$ cat src/rtl/io_bus_arbiter_if.sv
// Master-side and dma_io-side signals of the two-master IO bus arbiter.
// The slave modport is the arbiter's view; master is the agent view.
interface io_bus_arbiter_if #(
  parameter int AW = 14
);
  logic          m0_req;
  logic          m0_we;
  logic [AW-1:0] m0_adr;
  logic [31:0]   m0_wdata;
  logic          m0_gnt;
  logic [31:0]   m0_rdata;
  logic          m0_rvalid;

  logic          m1_req;
  logic          m1_we;
  logic [AW-1:0] m1_adr;
  logic [31:0]   m1_wdata;
  logic          m1_gnt;
  logic [31:0]   m1_rdata;
  logic          m1_rvalid;

  logic          dma_io_we;
  logic [AW-1:0] dma_io_wadr;
  logic [31:0]   dma_io_wdata;
  logic [AW-1:0] dma_io_radr;
  logic [31:0]   dma_io_rdata;

  modport slave (
    input  m0_req, m0_we, m0_adr, m0_wdata,
    output m0_gnt, m0_rdata, m0_rvalid,
    input  m1_req, m1_we, m1_adr, m1_wdata,
    output m1_gnt, m1_rdata, m1_rvalid,
    output dma_io_we, dma_io_wadr,
    output dma_io_wdata, dma_io_radr,
    input  dma_io_rdata
  );

  modport master (
    output m0_req, m0_we, m0_adr, m0_wdata,
    input  m0_gnt, m0_rdata, m0_rvalid,
    output m1_req, m1_we, m1_adr, m1_wdata,
    input  m1_gnt, m1_rdata, m1_rvalid,
    input  dma_io_we, dma_io_wadr,
    input  dma_io_wdata, dma_io_radr,
    output dma_io_rdata
  );
endinterface

$ cat src/rtl/io_bus_arbiter.sv
// Round-robin dma_io arbiter (CPU m0, UART monitor m1) with bounded hold.
// Define IO_ARB_FIXED_PRI_EN for fixed priority where m0 always wins.
module io_bus_arbiter #(
  parameter int MAX_HOLD = 8,
  parameter int AW       = 14
) (
  input logic             clk,
  input logic             rst_n,
  io_bus_arbiter_if.slave bus
);

  typedef enum logic [1:0] {
    IDLE,
    GNT0,
    GNT1
  } state_t;

  localparam logic [7:0] HOLD_MAX = 8'(MAX_HOLD - 1);

  state_t        state;
  state_t        state_nxt;
  state_t        tie_win;
  logic [7:0]    hold_cnt;
  logic [7:0]    hold_nxt;
  logic          rd_pend;
  logic          rd_owner;
  logic          acc0;
  logic          acc1;
  logic          acc_we;
  logic          force0;
  logic          force1;
  logic [AW-1:0] adr_mux;

  assign acc0 = (state == GNT0) && bus.m0_req;
  assign acc1 = (state == GNT1) && bus.m1_req;

`ifdef IO_ARB_FIXED_PRI_EN
  assign tie_win = GNT0;
  assign force0  = 1'b0;
  assign force1  = 1'b1;
`else
  logic last;

  assign tie_win = last ? GNT0 : GNT1;
  assign force0  = (hold_cnt == HOLD_MAX);
  assign force1  = (hold_cnt == HOLD_MAX);

  always_ff @(posedge clk or negedge rst_n) begin
    if (!rst_n) begin
      last <= 1'b1;
    end else if (state != IDLE && state_nxt != state) begin
      last <= (state == GNT1);
    end
  end
`endif

  always_comb begin
    adr_mux          = '0;
    acc_we           = 1'b0;
    bus.dma_io_wdata = '0;
    unique case (1'b1)
      acc0: begin
        adr_mux          = bus.m0_adr;
        acc_we           = bus.m0_we;
        bus.dma_io_wdata = bus.m0_wdata;
      end
      acc1: begin
        adr_mux          = bus.m1_adr;
        acc_we           = bus.m1_we;
        bus.dma_io_wdata = bus.m1_wdata;
      end
      default: ;
    endcase
  end

  assign bus.dma_io_we   = acc_we;
  assign bus.dma_io_wadr = adr_mux;
  assign bus.dma_io_radr = adr_mux;

  always_comb begin
    state_nxt = state;
    case (state)
      IDLE: begin
        if (bus.m0_req && bus.m1_req) begin
          state_nxt = tie_win;
        end else if (bus.m0_req) begin
          state_nxt = GNT0;
        end else if (bus.m1_req) begin
          state_nxt = GNT1;
        end
      end
      GNT0: begin
        if (!bus.m0_req) begin
          state_nxt = bus.m1_req ? GNT1 : IDLE;
        end else if (bus.m1_req && force0) begin
          state_nxt = GNT1;
        end
      end
      GNT1: begin
        if (!bus.m1_req) begin
          state_nxt = bus.m0_req ? GNT0 : IDLE;
        end else if (bus.m0_req && force1) begin
          state_nxt = GNT0;
        end
      end
      default: state_nxt = IDLE;
    endcase
  end

  // Saturating tenure counter; any grant change starts a new tenure.
  always_comb begin
    hold_nxt = hold_cnt;
    if (state_nxt != state) begin
      hold_nxt = '0;
    end else if ((acc0 || acc1) && hold_cnt != HOLD_MAX) begin
      hold_nxt = hold_cnt + 8'd1;
    end
  end

  always_ff @(posedge clk or negedge rst_n) begin
    if (!rst_n) begin
      state    <= IDLE;
      hold_cnt <= '0;
      rd_pend  <= 1'b0;
      rd_owner <= 1'b0;
    end else begin
      state    <= state_nxt;
      hold_cnt <= hold_nxt;
      rd_pend  <= (acc0 || acc1) && !acc_we;
      rd_owner <= acc1;
    end
  end

  assign bus.m0_gnt    = (state == GNT0);
  assign bus.m1_gnt    = (state == GNT1);
  // Read data follows the recorded owner, not the current grant.
  assign bus.m0_rvalid = rd_pend && !rd_owner;
  assign bus.m1_rvalid = rd_pend && rd_owner;
  assign bus.m0_rdata  = bus.m0_rvalid ? bus.dma_io_rdata : '0;
  assign bus.m1_rdata  = bus.m1_rvalid ? bus.dma_io_rdata : '0;

endmodule

$ cat src/flat_wrapper.sv
// flat-port wrapper written by rule: the top's interface ports become plain ports
module io_bus_arbiter_flat 
#(
  parameter int MAX_HOLD = 8,
  parameter int AW       = 14
)
  (clk, rst_n, bus_m0_req, bus_m0_we, bus_m0_adr, bus_m0_wdata, bus_m0_gnt, bus_m0_rdata, bus_m0_rvalid, bus_m1_req, bus_m1_we, bus_m1_adr, bus_m1_wdata, bus_m1_gnt, bus_m1_rdata, bus_m1_rvalid, bus_dma_io_we, bus_dma_io_wadr, bus_dma_io_wdata, bus_dma_io_radr, bus_dma_io_rdata);
  io_bus_arbiter_if #(.AW(AW)) bus_i ();
  input logic clk;
  input logic rst_n;
  input wire logic [$bits(bus_i.m0_req)-1:0] bus_m0_req;
  input wire logic [$bits(bus_i.m0_we)-1:0] bus_m0_we;
  input wire logic [$bits(bus_i.m0_adr)-1:0] bus_m0_adr;
  input wire logic [$bits(bus_i.m0_wdata)-1:0] bus_m0_wdata;
  output wire logic [$bits(bus_i.m0_gnt)-1:0] bus_m0_gnt;
  output wire logic [$bits(bus_i.m0_rdata)-1:0] bus_m0_rdata;
  output wire logic [$bits(bus_i.m0_rvalid)-1:0] bus_m0_rvalid;
  input wire logic [$bits(bus_i.m1_req)-1:0] bus_m1_req;
  input wire logic [$bits(bus_i.m1_we)-1:0] bus_m1_we;
  input wire logic [$bits(bus_i.m1_adr)-1:0] bus_m1_adr;
  input wire logic [$bits(bus_i.m1_wdata)-1:0] bus_m1_wdata;
  output wire logic [$bits(bus_i.m1_gnt)-1:0] bus_m1_gnt;
  output wire logic [$bits(bus_i.m1_rdata)-1:0] bus_m1_rdata;
  output wire logic [$bits(bus_i.m1_rvalid)-1:0] bus_m1_rvalid;
  output wire logic [$bits(bus_i.dma_io_we)-1:0] bus_dma_io_we;
  output wire logic [$bits(bus_i.dma_io_wadr)-1:0] bus_dma_io_wadr;
  output wire logic [$bits(bus_i.dma_io_wdata)-1:0] bus_dma_io_wdata;
  output wire logic [$bits(bus_i.dma_io_radr)-1:0] bus_dma_io_radr;
  input wire logic [$bits(bus_i.dma_io_rdata)-1:0] bus_dma_io_rdata;
  assign bus_i.m0_req = bus_m0_req;
  assign bus_i.m0_we = bus_m0_we;
  assign bus_i.m0_adr = bus_m0_adr;
  assign bus_i.m0_wdata = bus_m0_wdata;
  assign bus_m0_gnt = bus_i.m0_gnt;
  assign bus_m0_rdata = bus_i.m0_rdata;
  assign bus_m0_rvalid = bus_i.m0_rvalid;
  assign bus_i.m1_req = bus_m1_req;
  assign bus_i.m1_we = bus_m1_we;
  assign bus_i.m1_adr = bus_m1_adr;
  assign bus_i.m1_wdata = bus_m1_wdata;
  assign bus_m1_gnt = bus_i.m1_gnt;
  assign bus_m1_rdata = bus_i.m1_rdata;
  assign bus_m1_rvalid = bus_i.m1_rvalid;
  assign bus_dma_io_we = bus_i.dma_io_we;
  assign bus_dma_io_wadr = bus_i.dma_io_wadr;
  assign bus_dma_io_wdata = bus_i.dma_io_wdata;
  assign bus_dma_io_radr = bus_i.dma_io_radr;
  assign bus_i.dma_io_rdata = bus_dma_io_rdata;
  io_bus_arbiter #(.MAX_HOLD(MAX_HOLD), .AW(AW)) u_core (.clk(clk), .rst_n(rst_n), .bus(bus_i));
endmodule
$ cat config.mk
export PLATFORM = sky130hd
export DESIGN_NAME = io_bus_arbiter_flat
export DESIGN_NICKNAME = d
export VERILOG_FILES = /design/src/rtl/io_bus_arbiter_if.sv /design/src/rtl/io_bus_arbiter.sv /design/src/flat_wrapper.sv
export SDC_FILE = /design/constraint.sdc
export NUM_CORES = 1
export LEC_CHECK = 0
export ABC_AREA = 1
export CAP_MARGIN = 20
export CORE_AREA = 2 2 100 102
export DETAILED_ROUTE_END_ITERATION = 12
export DIE_AREA = 0 0 102 104
export PLACE_DENSITY = 0.7
export SLEW_MARGIN = 20
export SYNTH_ARGS = -nofsm -noshare
export SYNTH_HDL_FRONTEND = slang
export SYNTH_SLANG_ARGS = --single-unit
$ cat constraint.sdc
create_clock -name clk -period 1.5 [get_ports clk]
set_clock_uncertainty 0.15 [all_clocks]
set_input_delay 0.225 -clock clk [delete_from_list [all_inputs] [get_ports clk]]
set_output_delay 0.225 -clock clk [all_outputs]
set_load 0.005 [all_outputs]
Yosys cells after proc, flatten, opt, wreduce, memory -nomap -nowiden
Index checks and enable logic that the tools add are counted.

storage, ports and cells
  bits in registers = 13
  input port bits = 130
  output and inout bits = 129
  logic and storage cells = 45

cells by class
  add/sub/neg operators = 1
  equal/unequal tests = 5
  mux-type cells = 18
  reduce and logical (&&, ||, !) cells = 16

operators by type and width
  kind                                                                    number
  32-bit two-way mux                                                      2
  32-bit case mux with 2 select lines                                     1
  14-bit case mux with 2 select lines                                     1
  2-bit two-way mux                                                       9
  8-bit two-way mux                                                       2
  1-bit logical AND                                                       10
  8-bit by 1-bit adder with 8-bit output (second input constant)          1
  8-bit by 3-bit equality test with 1-bit output (second input constant)  1
  8-bit by 3-bit != test with 1-bit output (second input constant)        1
  2-bit case mux with 3 select lines                                      1
  2-bit nonzero test                                                      2
  2-bit by 1-bit equality test with 1-bit output (second input constant)  1
  2-bit equality test (second input constant)                             1
  1-bit zero test                                                         2
  2-bit zero test                                                         1
  2-bit != test                                                           1
  1-bit case mux with 2 select lines                                      1
  1-bit logical OR                                                        1
  1-bit two-way mux                                                       1

Depth between registers and ports, before layout
  depth after elaboration = 7
  gate-level depth with buffers = 10
  gate-level depth less buffers = 10

Worst setup path before layout
No wires, ideal clock.

  path type = register to output
  start = register u_core.state[0]
  end = output port bus_dma_io_wadr[13]
  arrival = 1272 ps
  required time = 1125 ps
  slack = -147 ps
  cell stages (with the launch flop) = 8
  path through = dfrtp_1 > inv_2 > nand3_2 > inv_2 > buf_4 > buf_4 > a32o_1 > buf_4

between the ends
  longest elaborated chain between the ends = 3
  elaborated cells on any way between the ends = 5
  classes of those cells = eq/ne: 2; mux: 1; reduce/logical: 2

RTL lines
  item                                                                                   line                                        text
  start, declared                                                                        io_bus_arbiter.sv:20                        state_t state;
  start signal, assigned                                                                 io_bus_arbiter.sv:127                       state <= state_nxt;
  2-bit equality test or 2-bit by 1-bit equality test with 1-bit output (tied branches)  io_bus_arbiter.sv:35, io_bus_arbiter.sv:34
  1-bit logical AND (on tied branches)                                                   io_bus_arbiter.sv:35, io_bus_arbiter.sv:34
  14-bit case mux with 2 select lines (*)                                                io_bus_arbiter.sv:61                        unique case (1'b1)
  end, declared                                                                          flat_wrapper.sv:26                          output wire logic [$bits(bus_i.dma_io_wadr)-1:0] bus_dma_io_wadr;

Every way passes the cells marked *; elsewhere a longest branch is shown, timed or not.

Worst setup path after layout
  start = register u_core.state[1]
  end = output port bus_dma_io_we

between the ends
  longest elaborated chain between the ends = 3
  elaborated cells on any way between the ends = 5
  classes of those cells = eq/ne: 2; mux: 1; reduce/logical: 2

RTL lines
  item                                                                                   line                                        text
  2-bit equality test or 2-bit by 1-bit equality test with 1-bit output (tied branches)  io_bus_arbiter.sv:35, io_bus_arbiter.sv:34
  1-bit logical AND (on tied branches)                                                   io_bus_arbiter.sv:35, io_bus_arbiter.sv:34
  1-bit case mux with 2 select lines (*)                                                 io_bus_arbiter.sv:61
  end, declared                                                                          flat_wrapper.sv:25                          output wire logic [$bits(bus_i.dma_io_we)-1:0] bus_dma_io_we;

Marks and branches as above.

==> results.sh <==
export IMPL_status="complete, but fails checks"
export IMPL_violations="negative setup slack"
export IMPL_root_buffer="clkbuf_8"
export IMPL_p_per_area_nw_per_um2=1050
export IMPL_fillers=861
export IMPL_final_cell_mix="clkdlybuf4s50_1, buf_2, inv_1, nor2_1, buf_6"
export IMPL_gr_total_overflow=0
export IMPL_synth_mux_area_share_pct=0
export IMPL_synth_warnings=0
export IMPL_grt_pass1_vias=3372
export IMPL_utilization_pct=56.7
export IMPL_ctsHtreeMaxLevel=1
export IMPL_grt_pass1_wl_um=19000
export IMPL_critPathLaunch="u_core.state[1]"
export IMPL_die_y_um=104
export IMPL_yosys_register_bits=13
export IMPL_drt_iter0_markers=154
export IMPL_grt_use_total_pct=23.1
export IMPL_p_leak_nw=2.74
export IMPL_r2r_start="u_core.state[1]"
export IMPL_synth_top_family_by_area="simple AND/OR/NAND/NOR gates"
export IMPL_synth_fa_ha_area_share_pct=0.659
export IMPL_worstSetupPathType="register to output pin"
export IMPL_route_vias_total=3426
export IMPL_synth_area_um2=1900
export IMPL_hold_violations=0
export IMPL_core_area_um2=9550
export IMPL_finalCritPeriodShare_pct=130
export IMPL_drv_slew=0
export IMPL_via_per_inst=4.63
export IMPL_setup_worst_path_start_class="register"
export IMPL_ant_nets=0
export IMPL_insertion_delay_ns=0.24
export IMPL_combinationalPowerShare_pct=85.5
export IMPL_cts_buffer_depth=2
export IMPL_layout_commonest_cell="clkdlybuf4s50_1"
export IMPL_synthDistinctLibCells=23
export IMPL_worstHoldPathType="primary input to async pin"
export IMPL_port_buffers=258
export IMPL_grt_max_degree=27
export IMPL_io_pins=259
export IMPL_gp_congestion=0.854
export IMPL_final_setup_viol_count=138
export IMPL_firstDrtPassIters=4
export IMPL_synth_xor_area_share_pct=0.923
export IMPL_antenna_found_initial=2
export IMPL_stdcell_count=740
export IMPL_fmax_mhz=514
export IMPL_fin_ws_ns=-0.446
export IMPL_rr_worst_depth=11
export IMPL_fin_crit_ns=1.95
export IMPL_sw_frac_of_total_pct=43.6
export IMPL_final_nets=738
export IMPL_maxCapViolCount=0
export IMPL_p_total_mw=5.70
export IMPL_reg2reg_slack_ns=-0.36
export IMPL_worstPathMaxFanout=8
export IMPL_end_kind="output pin"
export IMPL_p_int_mw=3.21
export IMPL_cts_sinks=13
export IMPL_worst_slew_pin_slew_ns=0.416
export IMPL_design_die_area_um2=10600
export IMPL_hpwl_um=9290
export IMPL_synth_area_per_cell_um2=6.29
export IMPL_clk_pin_slew_ns=0.06
export IMPL_synth_compound_area_share_pct=27.0
export IMPL_reg2reg_to="u_core.hold_cnt[6]"
export IMPL_syn_inst=302
export IMPL_synth_simple_area_share_pct=32.3
export IMPL_drc=0
export IMPL_wire_per_inst_um=18.3
export IMPL_drive_gt1_share_pct=50.3
export IMPL_cts_buffers=3
export IMPL_power_frac_clock_pct=5.6
export IMPL_synthesis_nets=433
export IMPL_required_ns=1.12
export IMPL_crit_arrival_ns=1.57
export IMPL_rsz0062_at_grt="true"
export IMPL_max_slew_margin_pct=72.2
export IMPL_ys_seq_area_share_pct=17.2
export IMPL_dieWidth_um=102
export IMPL_wl_um=13600
export IMPL_syn_to_final_growth_pct=185
export IMPL_switchingPower_mw=2.48
export IMPL_dpl_cell_count=692
export IMPL_postCtsHoldBufs=0
export IMPL_cts_tree="done"
export IMPL_p_seq_share_pct=8.9
export IMPL_start_util_pct=19.9
export IMPL_seqCellArea_um2=328
export IMPL_vdd_ir_drop_worst_v=0.000757
export IMPL_multiInputGateArea_um2=1540
export IMPL_rows=36
export IMPL_cp_endpoint="bus_dma_io_we"
export IMPL_preCtsSetupSlack_ns=-0.804
worst min-delay path by stage:
stage / endpoint / slack, ns / cells after the start / startpoint
2_1_floorplan: u_core.hold_cnt[0] / -0.22 / 0 / rst_n
3_3_place_gp: u_core.hold_cnt[0] / 0.40 / 2 / rst_n
3_5_place_dp: u_core.hold_cnt[1] / 0.40 / 2 / rst_n
4_1_cts: u_core.hold_cnt[1] / 0.14 / 2 / rst_n
5_1_grt: u_core.hold_cnt[1] / 0.14 / 2 / rst_n
6_report: u_core.hold_cnt[1] / 0.13 / 2 / rst_n
flip-flops by register name (all words and copies together) (netlist names):
| register | cells |
|---|---|
| u_core.state | 2 |
| u_core.hold_cnt | 8 |
| u_core.rd_pend | 1 |
| u_core.last | 1 |
| u_core.rd_owner | 1 |
synth_stat cells:
master	count	share of area, %
nand4_1	1	0.33
nand2_2	4	1.3
o21ai_0	3	0.79
xor2_1	2	0.92
inv_2	3	0.59
dfrtp_1	12	16
nand2_1	33	6.5
a32o_1	47	25
a21oi_4	1	0.86
nand2_4	1	0.59
clkbuf_1	8	1.6
nor2_2	9	3.0
ha_1	1	0.66
dfstp_2	1	1.4
nor2_1	80	16
nand3_1	10	2.6
nor3_1	2	0.53
nand3_2	2	1.1
buf_4	18	7.1
nor3_2	1	0.53
o21ai_1	2	0.53
buf_2	9	2.4
inv_1	52	10
cell type report:
class                      count  share of cell area [%]
timing repair buffer         335                    57.3
multi-input combinational    199                    28.5
sequential                    13                    6.05
inverter                      55                    4.14
tap                          133                    3.07
clock buffer                   4                   0.832
antenna                        1                  0.0462
layer usage:
metal	vias up	global-route usage (%)	wire, µm
met3	24	8.80	1450
met4	2	4.19	338
li1	1602	-	-
met5	-	0	13
met1	1599	25.0	4900
met2	199	42.2	6870
worst max-delay path, cell delays in order, from the launching register on:
cell,delay [ns]
dfrtp_2,0.46
nand3_2,0.11
inv_4,0.08
buf_4,0.17
a32o_1,0.23
dlygate4sd2_1,0.27
what timing repair did:
| action | 4_1_cts | 5_1_grt |
|---|---|---|
| setup endpoints to repair | 139 | 140 |
| endpoints found under the hold margin | 0 | 0 |
| cloned | 12 | 1 |
| setup buffers | 27 | 14 |
| pin swaps | 29 | 38 |
| resized for setup | 545 | 118 |
power by group through the flow:
stage	clock network, mW	logic [mW]	registers [mW]
finish	0.322	4.87	0.504
global route	0.341	5.16	0.513
CTS	0.324	4.65	0.496
detailed placement	0	3.90	0.488
global placement	0	3.87	0.489
floorplan	0	1.66	0.493
cells by family after synthesis:
family / Yosys count
simple gates: 143
buf+inv: 90
fa+ha+maj: 1
flops: 13
compound gates: 53
xor+xnor: 2
metrics by stage:
stage | area (µm²) | TNS (ns) | hold slack, ns
2_1_floorplan | 1930 | -1.09 | -0.221
3_3_place_gp | 4770 | -66.28 | 0.396
3_5_place_dp | 4770 | -66.94 | 0.402
4_1_cts | 5160 | -37.99 | 0.141
5_1_grt | 5410 | -45.19 | 0.144
6_report | 5420 | -39.68 | 0.135
Power figures use the tool's default switching activity.
